--- config.mk ---
export PLATFORM = sky130hd
export DESIGN_NAME = uart_tx_cfg_flat
export DESIGN_NICKNAME = d
export VERILOG_FILES = /design/src/rtl/uart_pkg.sv /design/src/rtl/uart_tx_cfg_if.sv /design/src/rtl/uart_baud_cnt.sv /design/src/rtl/uart_tx_cfg.sv /design/src/flat_wrapper.sv
export SDC_FILE = /design/constraint.sdc
export NUM_CORES = 1
export LEC_CHECK = 0
export CAP_MARGIN = 25
export CORE_MARGIN = 10
export CORE_UTILIZATION = 63
export CTS_CLUSTER_DIAMETER = 50
export DETAILED_ROUTE_END_ITERATION = 10
export PLACE_DENSITY = 0.85
export RECOVER_POWER = 50
export SYNTH_ARGS = -nofsm -noshare
export SYNTH_HDL_FRONTEND = slang
export SYNTH_HIERARCHICAL = 1
export SYNTH_SLANG_ARGS = --single-unit
--- constraint.sdc ---
create_clock -name i_CLK -period 3.4 [get_ports i_CLK]
set_input_delay 0.34 -clock i_CLK [delete_from_list [all_inputs] [get_ports i_CLK]]
set_output_delay 0.34 -clock i_CLK [all_outputs]
set_load 0.02 [all_outputs]
--- src/rtl/uart_pkg.sv ---
// Shared UART definitions: transmitter state encoding and parity modes.
// Used by both the TX and RX halves of the UART pair.
package uart_pkg;

  typedef enum logic [2:0] {
    IDLE,
    START,
    DATA,
    PARITY,
    STOP
  } tx_state_t;

  localparam int PAR_NONE = 0;
  localparam int PAR_ODD  = 1;
  localparam int PAR_EVEN = 2;

endpackage

--- src/rtl/uart_tx_cfg_if.sv ---
// Controller-to-transmitter word handshake plus serial line status.
// The master drives words in; the slave serialises them.
interface uart_tx_cfg_if #(
  parameter int DATA_BITS = 8
);

  logic                 i_TX_DV;
  logic [DATA_BITS-1:0] i_TX_DATA;
  logic                 o_TX_SERIAL;
  logic                 o_TX_ACTIVE;
  logic                 o_TX_READY;
  logic                 o_TX_DONE;

  modport master (
    output i_TX_DV,
    output i_TX_DATA,
    input  o_TX_SERIAL,
    input  o_TX_ACTIVE,
    input  o_TX_READY,
    input  o_TX_DONE
  );

  modport slave (
    input  i_TX_DV,
    input  i_TX_DATA,
    output o_TX_SERIAL,
    output o_TX_ACTIVE,
    output o_TX_READY,
    output o_TX_DONE
  );

endinterface

--- src/rtl/uart_baud_cnt.sv ---
// Bit-period counter: ticks on the last clock of each serial bit.
// A restart pulls the count back to zero so every state starts aligned.
module uart_baud_cnt #(
  parameter int CLKS_PER_BIT = 868
) (
  input  logic i_CLK,
  input  logic i_RST_N,
  input  logic i_RESTART,
  output logic o_TICK
);

  localparam int CW = (CLKS_PER_BIT < 2) ? 1 : $clog2(CLKS_PER_BIT);
  localparam logic [CW-1:0] LAST = CW'(CLKS_PER_BIT - 1);

  if (CLKS_PER_BIT < 2) begin : g_bad_cpb
    $fatal(1, "uart_baud_cnt: CLKS_PER_BIT must be >= 2");
  end

  logic [CW-1:0] cnt_q;
  logic [CW-1:0] cnt_d;

  assign o_TICK = (cnt_q == LAST);

  always_comb begin
    cnt_d = cnt_q + CW'(1);
    if (i_RESTART || o_TICK) begin
      cnt_d = '0;
    end
  end

  always_ff @(posedge i_CLK) begin
    if (!i_RST_N) begin
      cnt_q <= '0;
    end else begin
      cnt_q <= cnt_d;
    end
  end

endmodule

--- src/rtl/uart_tx_cfg.sv ---
// Configurable UART transmitter with a one-word holding buffer so
// consecutive frames leave the pin with no idle gap between them.
module uart_tx_cfg
  import uart_pkg::*;
#(
  parameter int CLKS_PER_BIT = 868,
  parameter int DATA_BITS    = 8,
  parameter int PARITY       = 0,
  parameter int STOP_BITS    = 1
) (
  input  logic          i_CLK,
  input  logic          i_RST_N,
  uart_tx_cfg_if.slave  bus
);

  if (CLKS_PER_BIT < 2) begin : g_bad_cpb
    $fatal(1, "uart_tx_cfg: CLKS_PER_BIT must be >= 2");
  end
  if (DATA_BITS < 5 || DATA_BITS > 9) begin : g_bad_db
    $fatal(1, "uart_tx_cfg: DATA_BITS must be 5..9");
  end
  if (PARITY < 0 || PARITY > 2) begin : g_bad_par
    $fatal(1, "uart_tx_cfg: PARITY must be 0, 1 or 2");
  end
  if (STOP_BITS < 1 || STOP_BITS > 2) begin : g_bad_sb
    $fatal(1, "uart_tx_cfg: STOP_BITS must be 1 or 2");
  end

  localparam tx_state_t  ST_PAR    = uart_pkg::PARITY;
  localparam logic [3:0] LAST_DATA = 4'(DATA_BITS - 1);
  localparam logic [3:0] LAST_STOP = 4'(STOP_BITS - 1);
  localparam logic       PAR_EN    = (PARITY != PAR_NONE);
  localparam logic       PAR_INV   = (PARITY == PAR_ODD);

  tx_state_t            state_q, state_d;
  logic [DATA_BITS-1:0] shift_q, shift_d;
  logic [DATA_BITS-1:0] buf_q, buf_d;
  logic                 full_q, full_d;
  logic                 par_q, par_d;
  logic                 done_q, done_d;
  logic [3:0]           bit_q, bit_d;
  logic                 tick;
  logic                 accept;
  logic                 stop_end;
  logic                 ser;

  assign accept   = bus.i_TX_DV && !full_q;
  assign stop_end = (state_q == STOP) && tick && (bit_q == LAST_STOP);

  uart_baud_cnt #(
    .CLKS_PER_BIT (CLKS_PER_BIT)
  ) u_baud (
    .i_CLK     (i_CLK),
    .i_RST_N   (i_RST_N),
    .i_RESTART (state_d != state_q),
    .o_TICK    (tick)
  );

  always_comb begin
    state_d = state_q;
    shift_d = shift_q;
    buf_d   = buf_q;
    full_d  = full_q;
    par_d   = par_q;
    bit_d   = bit_q;
    done_d  = 1'b0;
    unique case (state_q)
      IDLE: begin
        if (accept) begin
          state_d = START;
          shift_d = bus.i_TX_DATA;
          par_d   = (^bus.i_TX_DATA) ^ PAR_INV;
        end
      end
      START: begin
        if (tick) state_d = DATA;
      end
      DATA: begin
        if (tick) begin
          shift_d = shift_q >> 1;
          if (bit_q == LAST_DATA) begin
            bit_d   = '0;
            state_d = PAR_EN ? ST_PAR : STOP;
          end else begin
            bit_d = bit_q + 4'd1;
          end
        end
      end
      ST_PAR: begin
        if (tick) state_d = STOP;
      end
      STOP: begin
        if (stop_end) begin
          bit_d  = '0;
          done_d = 1'b1;
          // A buffered word wins; READY=0 guarantees no accept then.
          if (full_q) begin
            state_d = START;
            shift_d = buf_q;
            par_d   = (^buf_q) ^ PAR_INV;
            full_d  = 1'b0;
          end else if (accept) begin
            state_d = START;
            shift_d = bus.i_TX_DATA;
            par_d   = (^bus.i_TX_DATA) ^ PAR_INV;
          end else begin
            state_d = IDLE;
          end
        end else if (tick) begin
          bit_d = bit_q + 4'd1;
        end
      end
      default: state_d = IDLE;
    endcase
    if (accept && state_q != IDLE && !stop_end) begin
      buf_d  = bus.i_TX_DATA;
      full_d = 1'b1;
    end
  end

  always_ff @(posedge i_CLK) begin
    if (!i_RST_N) begin
      state_q <= IDLE;
      shift_q <= '0;
      buf_q   <= '0;
      full_q  <= 1'b0;
      par_q   <= 1'b0;
      done_q  <= 1'b0;
      bit_q   <= '0;
    end else begin
      state_q <= state_d;
      shift_q <= shift_d;
      buf_q   <= buf_d;
      full_q  <= full_d;
      par_q   <= par_d;
      done_q  <= done_d;
      bit_q   <= bit_d;
    end
  end

  always_comb begin
    ser = 1'b1;
    unique case (state_q)
      START:   ser = 1'b0;
      DATA:    ser = shift_q[0];
      ST_PAR:  ser = par_q;
      default: ser = 1'b1;
    endcase
  end

  assign bus.o_TX_SERIAL = ser;
  assign bus.o_TX_ACTIVE = (state_q != IDLE);
  assign bus.o_TX_READY  = !full_q;
  assign bus.o_TX_DONE   = done_q;

endmodule

--- src/flat_wrapper.sv ---
// flat-port wrapper written by rule: the top's interface ports become plain ports
module uart_tx_cfg_flat import uart_pkg::*;
#(
  parameter int CLKS_PER_BIT = 868,
  parameter int DATA_BITS    = 8,
  parameter int PARITY       = 0,
  parameter int STOP_BITS    = 1
)
  (i_CLK, i_RST_N, bus_i_TX_DV, bus_i_TX_DATA, bus_o_TX_SERIAL, bus_o_TX_ACTIVE, bus_o_TX_READY, bus_o_TX_DONE);
  uart_tx_cfg_if #(.DATA_BITS(DATA_BITS)) bus_i ();
  input  logic i_CLK;
  input  logic i_RST_N;
  input wire logic [$bits(bus_i.i_TX_DV)-1:0] bus_i_TX_DV;
  input wire logic [$bits(bus_i.i_TX_DATA)-1:0] bus_i_TX_DATA;
  output wire logic [$bits(bus_i.o_TX_SERIAL)-1:0] bus_o_TX_SERIAL;
  output wire logic [$bits(bus_i.o_TX_ACTIVE)-1:0] bus_o_TX_ACTIVE;
  output wire logic [$bits(bus_i.o_TX_READY)-1:0] bus_o_TX_READY;
  output wire logic [$bits(bus_i.o_TX_DONE)-1:0] bus_o_TX_DONE;
  assign bus_i.i_TX_DV = bus_i_TX_DV;
  assign bus_i.i_TX_DATA = bus_i_TX_DATA;
  assign bus_o_TX_SERIAL = bus_i.o_TX_SERIAL;
  assign bus_o_TX_ACTIVE = bus_i.o_TX_ACTIVE;
  assign bus_o_TX_READY = bus_i.o_TX_READY;
  assign bus_o_TX_DONE = bus_i.o_TX_DONE;
  uart_tx_cfg #(.CLKS_PER_BIT(CLKS_PER_BIT), .DATA_BITS(DATA_BITS), .PARITY(PARITY), .STOP_BITS(STOP_BITS)) u_core (.i_CLK(i_CLK), .i_RST_N(i_RST_N), .bus(bus_i));
endmodule
==> results.txt <==
* Outcome: completed
- Final worst-path cycle share: 0.8433
* Share of synthesized cell area in full adder, half adder and majority cells: 0.01773
* LEAKAGE: 0.8150 nW
- The die is 77.97 um wide.
* Ant diodes: 0
- Fin Setup TNS: 0 ns
- At the end of the flow, the number of nets in the layout was 271.
- The detailed router finished its first iteration with 191 violations.
- Most instantiated cells after synthesis: dfxtp_1, nor2_1, a21oi_1
- Setup slack on the worst reg-to-reg path comes out at 0.53 ns.
* Resized Gates After CTS: 0
- Worst Setup End Kind: flip-flop
- The share of synthesized area in the top cell type comes to 0.3404.
- Cell Count Post-Placement: 294
* Hold crit path type: flip-flop to flip-flop
- Post-detailed-route DRC marker count: 0
- Measured against the total synthesized area, the mux share comes to 0.04255.
- The pre-antenna-repair detailed-routing pass consisted of 4 iterations.
* Arrival time at the worst endpoint: 3.10 ns
- For this run, the top clock speed supported by timing is 0.3488 GHz.
- The setup path with the least slack is of type flip-flop to flip-flop.
- Post-synth EDFFs: 0
- The total count of hold-check failures in the final report is 0.
* Number of standard-cell rows in the floorplan: 20
- In the synthesized netlist the async set-or-reset flop fraction comes to 0.
- In the global route stage, overall resource usage came out at 0.1635.
- Number of top-level pins: 15
- Area share of xor/xnor cells in the synthesized design: 0.08274
* Die outline height: 77.97 um
* Input/output buffers: 14
- After detailed routing, the average wire length per cell comes to 15.60 um.
* Area of the placeable core: 3128 um^2
- Synthesized-area fraction occupied by ao, oa, aoi and oai cells: 0.2027
- Clock tree from TritonCTS: built
* Setup repair after global routing missed its margin: no
* Detail-routed via count per cell: 6.000
- The detailed router placed 1,812 vias in this run.
* Mapped Cells: 246
* Pwr/cell area: 401.3 nW/um^2
- Cell depth of the worst flop-to-flop path: 12
- For this run, the number of Yosys warnings is 6.
* Clock latency reported for the late side of the worst-skew pair: 0.34 ns
- Maximum ir drop on the vdd rail: 283.5 uV
* Worst flop-to-flop path endpoint: u_core/u_baud/cnt_q[2]$_SDFF_PP0_
* Final min period: 2.867 ns
- Final number of setup-violating endpoints: 0
* Initial core utilization: 0.6768
* Clock transition time at the flip-flop clock pins of the worst setup and hold paths: 0.10 ns
* Relative slew slack: 0.4401
- Global-route congestion overflow total: 0
* Seq cells post-synth: 36
- Last element of the critical path: u_core/u_baud/cnt_q[2]$_SDFF_PP0_
- Of the cells placed in the final design, the portion with a size suffix greater than 1 is 0.06589.
- By area, the combinational part of the netlist is dominated by simple AND/OR/NAND/NOR gates.
* ANT nets after route: 0
* Most numerous cell in the Yosys netlist: dfxtp_1
* Most used flip-flop cell after synthesis: dfxtp_1
- The mapped netlist covers 2117 um^2.
* Number of max-cap violations: 0
- The number of antenna violations at the first check in global routing was 0.
- Proportion of synthesized chip area in sequential cells: 0.3404
- The H-tree was split into 2 levels.
- Die area: 6079 um^2
* CTS Root Buffer Type: clkbuf_4
- At the pin with the least slew margin, the transition time is 0.8386 ns.
- Number of setup buffers added after CTS: 0
- Most area-consuming cells after synthesis: dfxtp_1, xnor2_1, mux2i_1, a21oi_1, nor2b_1
* Clock sink total: 36
- At the end of routability-driven placement, the weighted congestion stood at 0.8697.
- Drt total wl: 4.711 mm
* Worst endpoint required time: 3.63 ns
* Synth Net Count: 260
- Of the total synthesized cell area, the portion taken by AND, OR, NAND and NOR gates is 0.2689.
- Clock skew on the completed layout was measured at 0.004951 ns.
- Counting distinct cell types in the post-synthesis netlist gives 50.
- Entering global routing, the biggest net connects 28 pins.
- Global-route wire length before repair: 8.197 mm
- Final number of max-transition violations: 0
- The longest clock path from root to sink contains 2 buffers.
- Smallest hold slack: 0.4934 ns
- TritonCTS created 5 clock buffers.
- Vias in the first global route: 1,713
- Startpoint of the worst register-to-register path: u_core/u_baud/cnt_q[3]$_SDFF_PP0_
- Maximum fanout encountered on the critical timing path: 9
* Number of standard cells in the final layout excluding fillers: 302
* Library cell with the largest summed area after synthesis: dfxtp_1
* Synth-to-layout area growth: 11.47%
- Avg Inst Size Synth: 8.606 um^2
- The critical path starts at u_core/u_baud/cnt_q[3]$_SDFF_PP0_.
* Sum of net half-perimeters after detailed placement: 3.233 mm
- STA classifies the critical path startpoint as a flip-flop.
* Hold buffer count at cts: 0
==> through the flow <==
stage                     cell area (um^2)  utilization  power [mW]  setup WS, ns
after global routing                  2360       0.7544      0.9952        0.2255
after CTS                             2369       0.7572      0.9544        0.7661
after global placement                2273       0.7268      0.6122        0.8867
after detailed placement              2273       0.7268      0.6160        0.8080
final                                 2360       0.7544      0.9470        0.5328
after floorplan                       2117            -      0.5699         1.107
==> layer usage <==
metal / track usage / vias to the layer above / part of all wire
met4: 0.04301 / 0 / 0.017
met1: 0.2029 / 833 / 0.45
met2: 0.2645 / 55 / 0.49
li1: - / 915 / -
met3: 0.05530 / 9 / 0.048
met5: 0 / - / 0
==> layout by cell type, fill, tap and decap left out, types with 5 or more instances in the layout <==
cell             Yosys  layout
a21oi_1             17      17
clkbuf_4             0       5
clkdlybuf4s50_1      0      12
dfxtp_1             36      36
inv_1                7       7
mux2i_1              9       9
nand2_1             15      15
nand3_1              8       8
nand3b_1             8       8
nand4b_1             7       7
nor2_1              19      19
nor2b_1             13      13
o21a_1               8       8
o21ai_0              5       6
o21bai_1             7       7
o311a_1              7       7
xnor2_1             14      14
xor2_1               6       6
==> worst min path at each step <==
stage                     cells after the start                               from                                 to  slack (ns)
after floorplan                               1  u_core/u_baud/cnt_q[0]$_SDFF_PP0_  u_core/u_baud/cnt_q[0]$_SDFF_PP0_        0.43
after global placement                        1  u_core/u_baud/cnt_q[0]$_SDFF_PP0_  u_core/u_baud/cnt_q[0]$_SDFF_PP0_        0.44
after detailed placement                      1  u_core/u_baud/cnt_q[0]$_SDFF_PP0_  u_core/u_baud/cnt_q[0]$_SDFF_PP0_        0.47
after CTS                                     1  u_core/u_baud/cnt_q[0]$_SDFF_PP0_  u_core/u_baud/cnt_q[0]$_SDFF_PP0_        0.50
after global routing                          1  u_core/u_baud/cnt_q[0]$_SDFF_PP0_  u_core/u_baud/cnt_q[0]$_SDFF_PP0_        0.52
final                                         1  u_core/u_baud/cnt_q[0]$_SDFF_PP0_  u_core/u_baud/cnt_q[0]$_SDFF_PP0_        0.49
==> where the power goes <==
part	internal, mW	switching [mW]
registers	0.442	0.0223
logic	0.0710	0.0737
clock network	0.195	0.143
==> final cells by class <==
cell class | count | area, um^2
Multi-Input combinational cell | 189 | 1296
Clock inverter | 1 | 30.03
Sequential cell | 36 | 720.7
Timing Repair Buffer | 18 | 166.4
Fill cell | 241 | 768.2
Clock buffer | 7 | 65.06
Inverter | 7 | 26.28
Tap cell | 44 | 55.05
==> sequential cells by signal (all words and copies together), names as in the netlist <==
| signal | count |
|---|---|
| u_core/shift_q | 8 |
| u_core/buf_q | 8 |
| u_core/par_q | 1 |
| u_core/full_q | 1 |
| u_core/bit_q | 4 |
| u_core/state_q | 3 |
| u_core/u_baud/cnt_q | 10 |
| u_core/bus.o_TX_DONE | 1 |
==> worst max-delay path: stages, from the launching register on <==
cell,delay (ns)
dfxtp_1,0.37
nor4b_1,0.48
nand2_1,0.18
nor2_1,0.11
clkbuf_1,0.28
and4bb_4,0.30
o21ai_0,0.12
nor2_1,0.25
a221oi_1,0.08
nand2_1,0.10
nand2b_1,0.20
o21bai_2,0.21
nor2_1,0.08
==> logic make-up (layout without fill, tap and decap cells) <==
group | count (synthesis) | after routing
fa+ha+maj | 3 | 3
flops | 36 | 36
buf+inv | 21 | 33
compound gates | 61 | 61
mux | 9 | 9
simple gates | 96 | 96
xor+xnor | 20 | 20
(Power assumes the default switching activity.)
